`src/rtl/y86_pkg.sv`:
```
// Shared Y86-64 encodings used by the execute stage.
// Covers icodes, condition ifuns, ALU ops, the no-register ID and CC bit positions.
package y86_pkg;
  localparam logic [3:0] CMOVXX = 4'd2;
  localparam logic [3:0] OPq    = 4'd6;
  localparam logic [3:0] JXX    = 4'd7;

  localparam logic [3:0] C_YES = 4'd0;
  localparam logic [3:0] C_LE  = 4'd1;
  localparam logic [3:0] C_L   = 4'd2;
  localparam logic [3:0] C_E   = 4'd3;
  localparam logic [3:0] C_NE  = 4'd4;
  localparam logic [3:0] C_GE  = 4'd5;
  localparam logic [3:0] C_G   = 4'd6;

  localparam logic [3:0] ALU_ADD = 4'd0;
  localparam logic [3:0] ALU_SUB = 4'd1;
  localparam logic [3:0] ALU_AND = 4'd2;
  localparam logic [3:0] ALU_XOR = 4'd3;

  localparam logic [3:0] RNONE = 4'hF;

  localparam int CC_ZF = 2;
  localparam int CC_SF = 1;
  localparam int CC_OF = 0;
endpackage

```
`src/rtl/cond_eval.sv`:
```
// Jump / conditional-move condition decode from the registered {ZF,SF,OF}.
module cond_eval
  import y86_pkg::*;
(
  input  logic [2:0] cc,
  input  logic [3:0] ifun,
  output logic       cnd
);
  logic zf, sf, of;

  assign zf = cc[CC_ZF];
  assign sf = cc[CC_SF];
  assign of = cc[CC_OF];

  always_comb begin
    cnd = 1'b0;
    case (ifun)
      C_YES:   cnd = 1'b1;
      C_LE:    cnd = (sf ^ of) | zf;
      C_L:     cnd = sf ^ of;
      C_E:     cnd = zf;
      C_NE:    cnd = ~zf;
      C_GE:    cnd = ~(sf ^ of);
      C_G:     cnd = ~(sf ^ of) & ~zf;
      default: cnd = 1'b0;
    endcase
  end
endmodule

```
`src/rtl/exec_cc_stage.sv`:
```
// Execute-stage result sink: condition codes, jump/cmov condition, E->M register.
// Build option CMOV_CANCEL_EN: a failed CMOVXX loads RNONE as destination here.
module exec_cc_stage
  import y86_pkg::*;
#(
  parameter int DATA_W = 64,
  parameter int REG_W  = 4
) (
  input  logic                     clk,
  input  logic                     rst_n,
  input  logic                     e_valid,
  input  logic [3:0]               e_icode,
  input  logic [3:0]               e_ifun,
  input  logic [REG_W-1:0]         e_dstE,
  input  logic signed [DATA_W-1:0] alu_out,
  input  logic                     alu_ovf,
  input  logic                     set_cc_ok,
  input  logic                     m_stall,
  input  logic                     m_bubble,
  output logic                     e_cnd,
  output logic [2:0]               cc,
  output logic                     m_valid,
  output logic signed [DATA_W-1:0] m_valE,
  output logic [REG_W-1:0]         m_dstE,
  output logic                     m_cnd
);
  localparam logic [REG_W-1:0] REG_NONE = {REG_W{1'b1}};

  function automatic logic [2:0] calc_flags(input logic signed [DATA_W-1:0] res,
                                            input logic ovf,
                                            input logic [3:0] op);
    logic [2:0] f;
    f        = 3'b000;
    f[CC_ZF] = (res == '0);
    f[CC_SF] = res[DATA_W-1];
    f[CC_OF] = ((op == ALU_ADD) || (op == ALU_SUB)) ? ovf : 1'b0;
    return f;
  endfunction

  logic [2:0]       flags_p0;
  logic             cc_en_p0;
  logic             cnd_raw_p0;
  logic             is_branch_p0;
  logic [REG_W-1:0] dst_p0;

  assign flags_p0     = calc_flags(alu_out, alu_ovf, e_ifun);
  assign cc_en_p0     = e_valid & (e_icode == OPq) & set_cc_ok & ~m_stall;
  assign is_branch_p0 = (e_icode == JXX) || (e_icode == CMOVXX);

  cond_eval u_cond_eval (
    .cc   (cc),
    .ifun (e_ifun),
    .cnd  (cnd_raw_p0)
  );

  assign e_cnd = e_valid & is_branch_p0 & cnd_raw_p0;

`ifdef CMOV_CANCEL_EN
  assign dst_p0 = ((e_icode == CMOVXX) && !e_cnd) ? REG_NONE : e_dstE;
`else
  assign dst_p0 = e_dstE;
`endif

  // E -> M boundary: condition codes
  always_ff @(posedge clk or negedge rst_n) begin
    if (!rst_n) begin
      cc <= 3'b100;
    end else if (cc_en_p0) begin
      cc <= flags_p0;
    end
  end

  // E -> M boundary: pipeline register, stall beats bubble
  always_ff @(posedge clk or negedge rst_n) begin
    if (!rst_n) begin
      m_valid <= 1'b0;
      m_valE  <= '0;
      m_dstE  <= REG_NONE;
      m_cnd   <= 1'b0;
    end else if (!m_stall) begin
      if (m_bubble) begin
        m_valid <= 1'b0;
        m_valE  <= '0;
        m_dstE  <= REG_NONE;
        m_cnd   <= 1'b0;
      end else begin
        m_valid <= e_valid;
        m_valE  <= alu_out;
        m_dstE  <= dst_p0;
        m_cnd   <= e_cnd;
      end
    end
  end
endmodule

```
`config.mk`:
```
export PLATFORM = sky130hd
export DESIGN_NAME = exec_cc_stage
export DESIGN_NICKNAME = d
export VERILOG_FILES = /design/src/rtl/y86_pkg.sv /design/src/rtl/cond_eval.sv /design/src/rtl/exec_cc_stage.sv
export SDC_FILE = /design/constraint.sdc
export NUM_CORES = 1
export LEC_CHECK = 0
export ABC_AREA = 1
export BUFFER_PORTS_ARGS = -buffer_cell sky130_fd_sc_hd__buf_2
export CELL_PAD_IN_SITES_DETAIL_PLACEMENT = 2
export CELL_PAD_IN_SITES_GLOBAL_PLACEMENT = 2
export CORE_MARGIN = 8
export CORE_UTILIZATION = 26
export DETAILED_ROUTE_END_ITERATION = 10
export PLACE_DENSITY_LB_ADDON = 0.1
export SLEW_MARGIN = 10
export SYNTH_ARGS = -nofsm -noshare
export SYNTH_HDL_FRONTEND = slang
export SYNTH_HIERARCHICAL = 1
export SYNTH_SLANG_ARGS = --single-unit
```
`constraint.sdc`:
```
create_clock -name clk -period 1.8 [get_ports clk]
set_input_delay 0.36 -clock clk [delete_from_list [all_inputs] [get_ports clk]]
set_output_delay 0.36 -clock clk [all_outputs]
set_load 0.02 [all_outputs]
```
==> results.yml, run 1 <==
run_status:
  outcome: "complete, but fails checks"
  violations: "setup timing"
cells_and_area:
  mostFrequentLayoutCells: "buf_2 (154), nand2_1 (69), dfrtp_1 (68)"
  multiInputGateArea_um2: 1060
  fin_nets: 538
  n_fill_cell: 1278
  area_growth_pct: 41.3
  instances_no_fill: 603
  final_common_cell: "buf_2"
  n_antenna_cell: 0
  regArea_um2: 1830
  drive_gt1_share_pct: 42.6
hold_path:
  hp-class: "input port to asynchronous set/reset pin"
placement:
  place.detailed.hpwl_um: 8360
  dp.cells: 584
  gp_congestion: 0.725
  portBuffers: 156
drt:
  via_per_inst: 4.65
  num_vias: 2806
  first_iter_violations: 137
  post_drt_wl_per_cell_um: 18.3
  drc_errors: 0
  wirelength_um: 11000
  drt.antenna.violating_nets: 0
  first_pass_iters: 3
sta:
  min_period_ns: 1.93
  hold_viol: 0
  tightest_slew_ns: 0.428
  finalWorstSetupSlack_ns: -0.133
  setup_violations: 1
  whs_ns: 0.0180
  post-route-period-util_pct: 107
  fin_setup_tns_ns: -0.133
  rsz0062_at_grt: "yes"
  max_freq_ghz: 0.517
  slew_violations: 0
  slew_headroom_pct: 71.5
  finClkSkew_ns: 0.00224
worst_setup_path:
  crit_type: "flip-flop to primary output"
  r2r-start: "cc[2]"
  end_kind: "primary output"
  cp_max_fo: 3
  start_kind: "flip-flop"
  required_ns: 1.44
  startpoint: "cc[2]"
  cp.arrival_ns: 1.57
logic_synthesis:
  synth_top_area_share_pct: 55.7
  synth_nets: 377
  ys_warn_count: 6
  syn_area_um2: 3050
  avgSynthCellArea_um2: 10.4
  synth-seq-area-share_pct: 60.0
  synth_cells: 294
  yosys.area.top_type: "dfrtp_1"
  yosys_register_bits: 73
  synth_area_leaders: "dfrtp_1 (56%), a22o_1 (14%), nand2_1 (8.6%)"
  synthDistinctLibCells: 21
clock_tree:
  h-tree-depth: 3
  clk_root_buffer_cell: "clkbuf_16"
  cts_tree: "built"
  clock_latency_ns: 0.33
  cts.sinks: 73
  hold_buffers: 0
  clk_pin_slew_ns: 0.06
  cts_made_buffers: 9
  clk_path_buf_depth: 2
global_routing:
  grt_pass1_vias: 3205
  use_met3_pct: 5.11
  grt_max_degree: 74
  met1_usage_pct: 16.8
  use_met2_pct: 23.4
  grt_usage_pct: 14.3
  grt_first_pass_wirelength_um: 17600
  grt_overflow: 0
  antenna_found_initial: 0
  gr-max-usage-layer: "met2"
die:
  dieWidth_um: 124
  io_pins: 157
  core_area_um2: 11500
  die_area_um2: 15500
  row_count: 39
  initial_utilization_pct: 26.6
  die_y_um: 124
power:
  p_leak_nw: 2.36
  irDropWorstVdd_v: 0.000539
  cellPowerDensity_nw_per_um2: 1010
flow_run:
  drv_cap: 0
[per-stage QoR]
stage               util (%)  instance area [µm²]  worst slack [ns]  total power [mW]
global placement        34.6                 3970             0.141              2.58
CTS                     37.5                 4300            -0.168              4.46
global route            37.6                 4320            -0.316              4.60
floorplan                  -                 3050             0.194              2.23
detailed placement      34.6                 3970            0.0802              2.59
finish                  37.6                 4320            -0.133              4.38
[synthesized netlist by cell type, drive strengths merged]
| cell type | n |
|---|---|
| buf | 14 |
| o22a | 4 |
| a22o | 50 |
| inv | 16 |
| nand3 | 5 |
| a21oi | 3 |
| o21ai | 5 |
| nand2 | 71 |
| o31ai | 1 |
| dfstp | 5 |
| or2 | 1 |
| nor2 | 49 |
| nand4 | 2 |
| dfrtp | 68 |
[registers in the layout, indices dropped and copies added (netlist names)]
| signal | cells |
|---|---|
| m_valE | 64 |
| m_dstE | 4 |
| cc | 3 |
| m_cnd | 1 |
| m_valid | 1 |
[metal layers]
| layer | vias up | wire (µm) |
|---|---|---|
| met5 | - | 0 |
| met4 | 0 | 170 |
| met3 | 12 | 746 |
| met2 | 90 | 5390 |
| met1 | 1392 | 4700 |
| li1 | 1312 | - |
[repair_timing]
item	in CTS	in global routing
cloned	0	0
pin swaps	9	1
resized for setup	6	4
setup buffers	2	1
setup endpoints to repair	1	1
[final timing paths]
check	end	slack, ns	cells past startpoint
worst min-delay path	m_valE[21]	0.02	2
worst max register to register	m_cnd	0.41	9
max in group asynchronous	m_dstE[0]	1.38	2
worst max-delay path	e_cnd	-0.13	9
min in group clk	m_valE[62]	0.24	3
worst min register to register	m_valE[51]	0.47	2
[report_power, final]
group / switching (mW) / leakage (nW) / total (mW) / internal [mW]
combinational: 0.438 / 1.27 / 0.713 / 0.275
clock: 0.680 / 0.150 / 1.83 / 1.15
sequential: 0.0700 / 0.940 / 1.84 / 1.77
[cell type report]
class	instances	share of cell area, %
clock buffer	13	6.03
timing repair buffer	164	20.6
multi-input combinational	191	24.5
inverter	16	1.39
tap	143	4.15
sequential	73	42.5
clock inverter	3	0.928
[cells by family after synthesis]
logic type	synth area share, %
AO/OA/AOI/OAI	17.2
flip-flops	60.0
AND/OR/NAND/NOR	16.8
buffers and inverters	6.02
[worst max-delay path, stage by stage (launching register included)]
cell	delay (ns)
dfstp_2	0.55
inv_2	0.05
a21oi_2	0.11
nand2_1	0.07
nor2_1	0.09
nand2_1	0.07
inv_2	0.05
nand3_2	0.08
inv_2	0.07
buf_6	0.11
Note: power is estimated with default switching activity, not from simulation.
==> run 2, diff against run 1 <==
Clock period 1.8 ns to 2.1 ns, I/O delays scaled along.
==> results.yml, run 2 (same netlist as run 1, synthesis figures left out) <==
hold_path:
  hp-class: "input port to flip-flop"
  holdCritStartpoint: "alu_out[54]"
  whs_endpoint: "m_valE[54]"
  whs_path_depth: 3
global_routing:
  grt_usage_pct: 14.6
  grt_pass1_vias: 3205
  gr-max-usage-layer: "met2"
  antenna_found_initial: 0
  grt_max_degree: 49
  grt_first_pass_wirelength_um: 18100
  use_met3_pct: 7.19
  met1_usage_pct: 16.9
  use_met2_pct: 23.7
  grt_overflow: 0
sta:
  hold_viol: 0
  tightest_slew_ns: 0.340
  finalWorstSetupSlack_ns: 0.110
  rsz0062_at_grt: "no"
  post-route-period-util_pct: 94.8
  setup_violations: 0
  slew_violations: 0
  fin_setup_tns_ns: 0
  max_freq_ghz: 0.502
  slew_headroom_pct: 77.3
  whs_ns: 0.297
  min_period_ns: 1.99
  finClkSkew_ns: 0.000491
drt:
  post_drt_wl_per_cell_um: 18.3
  drt.antenna.violating_nets: 0
  drc_errors: 0
  via_per_inst: 4.63
  wirelength_um: 11000
  num_vias: 2799
  first_pass_iters: 4
  first_iter_violations: 109
cells_and_area:
  fin_util_pct: 38.0
  n_antenna_cell: 0
  final_area_um2: 4360
  top_register: "m_valE"
  final_common_cell: "buf_2"
  instances_no_fill: 604
  area_growth_pct: 42.7
  largest_reg_flops: 64
  largestRegisters: "m_valE (64), m_dstE (4), cc (3)"
  drive_gt1_share_pct: 42.3
  fin_nets: 540
  mostFrequentLayoutCells: "buf_2 (154), nand2_1 (70), dfrtp_1 (68)"
worst_setup_path:
  critPathBufInv: 4
  r2r_slack_ns: 0.72
  critPathMaxStageDelay_ns: 0.55
  cp.arrival_ns: 1.57
  cp_max_fo: 3
  end_kind: "primary output"
  crit_chain: "inv_2, nor2_2, nor2_1, a21oi_2, nor2_1, nand2_1, inv_1, nand3_2, inv_2, buf_6"
  reg2reg_depth: 9
  crit_family: "flip-flops"
  start_kind: "flip-flop"
  crit_type: "flip-flop to primary output"
  required_ns: 1.68
  worstReg2RegEnd: "m_cnd"
  worst_path_max_delay_cell: "dfstp_2"
  r2r-start: "cc[2]"
die:
  dieWidth_um: 124
  io_pins: 157
  core_area_um2: 11500
  row_count: 39
  die_area_um2: 15500
  die_y_um: 124
  initial_utilization_pct: 26.6
clock_tree:
  cts_tree: "built"
  clock_latency_ns: 0.34
  clk_root_buffer_cell: "clkbuf_16"
  cts.sinks: 73
  h-tree-depth: 3
  clk_path_buf_depth: 2
  cts_made_buffers: 9
  clk_pin_slew_ns: 0.06
placement:
  gp_congestion: 0.707
  place_area_um2: 3980
  portBuffers: 156
  dp.cells: 585
  place.detailed.hpwl_um: 8430
  dpl_worst_slack_ns: 0.235
power:
  finalPower_mw: 3.94
  irDropWorstVdd_v: 0.000636
  cellPowerDensity_nw_per_um2: 903
  p_leak_nw: 2.38
flow_run:
  drv_cap: 0
run_status:
  outcome: "completed"
-- run 2: cell count changes in the layout (fill, tap and decap cells not counted), sizes merged --
cell	change
bufinv	+2
clkinvlp	+1
clkbuf	-4
buf	+1
dlygate4sd3	+1
-- run 2: area by class of cell --
| type | count | area (µm²) |
|---|---|---|
| Fill cell | 1271 | 7110 |
| Sequential cell | 73 | 1830 |
| Multi-Input combinational cell | 191 | 1050 |
| Timing Repair Buffer | 166 | 905 |
| Clock buffer | 9 | 225 |
| Tap cell | 143 | 179 |
| Clock inverter | 6 | 108 |
| Inverter | 16 | 60.1 |
-- run 2: timing repair --
action                                 in CTS  in global routing
setup endpoints to repair                   1                  1
pin swaps                                   0                  6
resized for setup                           5                  2
hold buffers                                1                  0
endpoints found under the hold margin      19                  0
setup buffers                               1                  2
-- run 2: worst min-delay path: cells and delay by family --
family / cells / cell delay [ns]
buffers and inverters: 1 / 0.09
AND/OR/NAND/NOR: 2 / 0.09
-- run 2: power breakdown --
part / switching [mW] / internal, mW
logic: 0.374 / 0.234
registers: 0.0593 / 1.52
clock network: 0.601 / 1.15
total: 1.03 / 2.90
-- run 2: worst max path at each step --
stage            end      start  cells after the start  slack (ns)
2_1_floorplan  e_cnd      cc[2]                      8        0.43
3_3_place_gp   e_cnd  e_ifun[1]                     11        0.34
3_5_place_dp   e_cnd  e_ifun[0]                     11        0.23
4_1_cts        e_cnd      cc[2]                      9       0.008
5_1_grt        e_cnd      cc[2]                      9      0.0003
6_report       e_cnd      cc[2]                     10        0.11
-- run 2: metal layers --
metal / share of wire [%] / wire length [µm] / vias to the layer above
met5: 0 / 0 / -
met4: 0.82 / 91 / 0
met3: 7.7 / 845 / 5
met2: 49 / 5410 / 88
met1: 43 / 4700 / 1391
li1: - / - / 1315
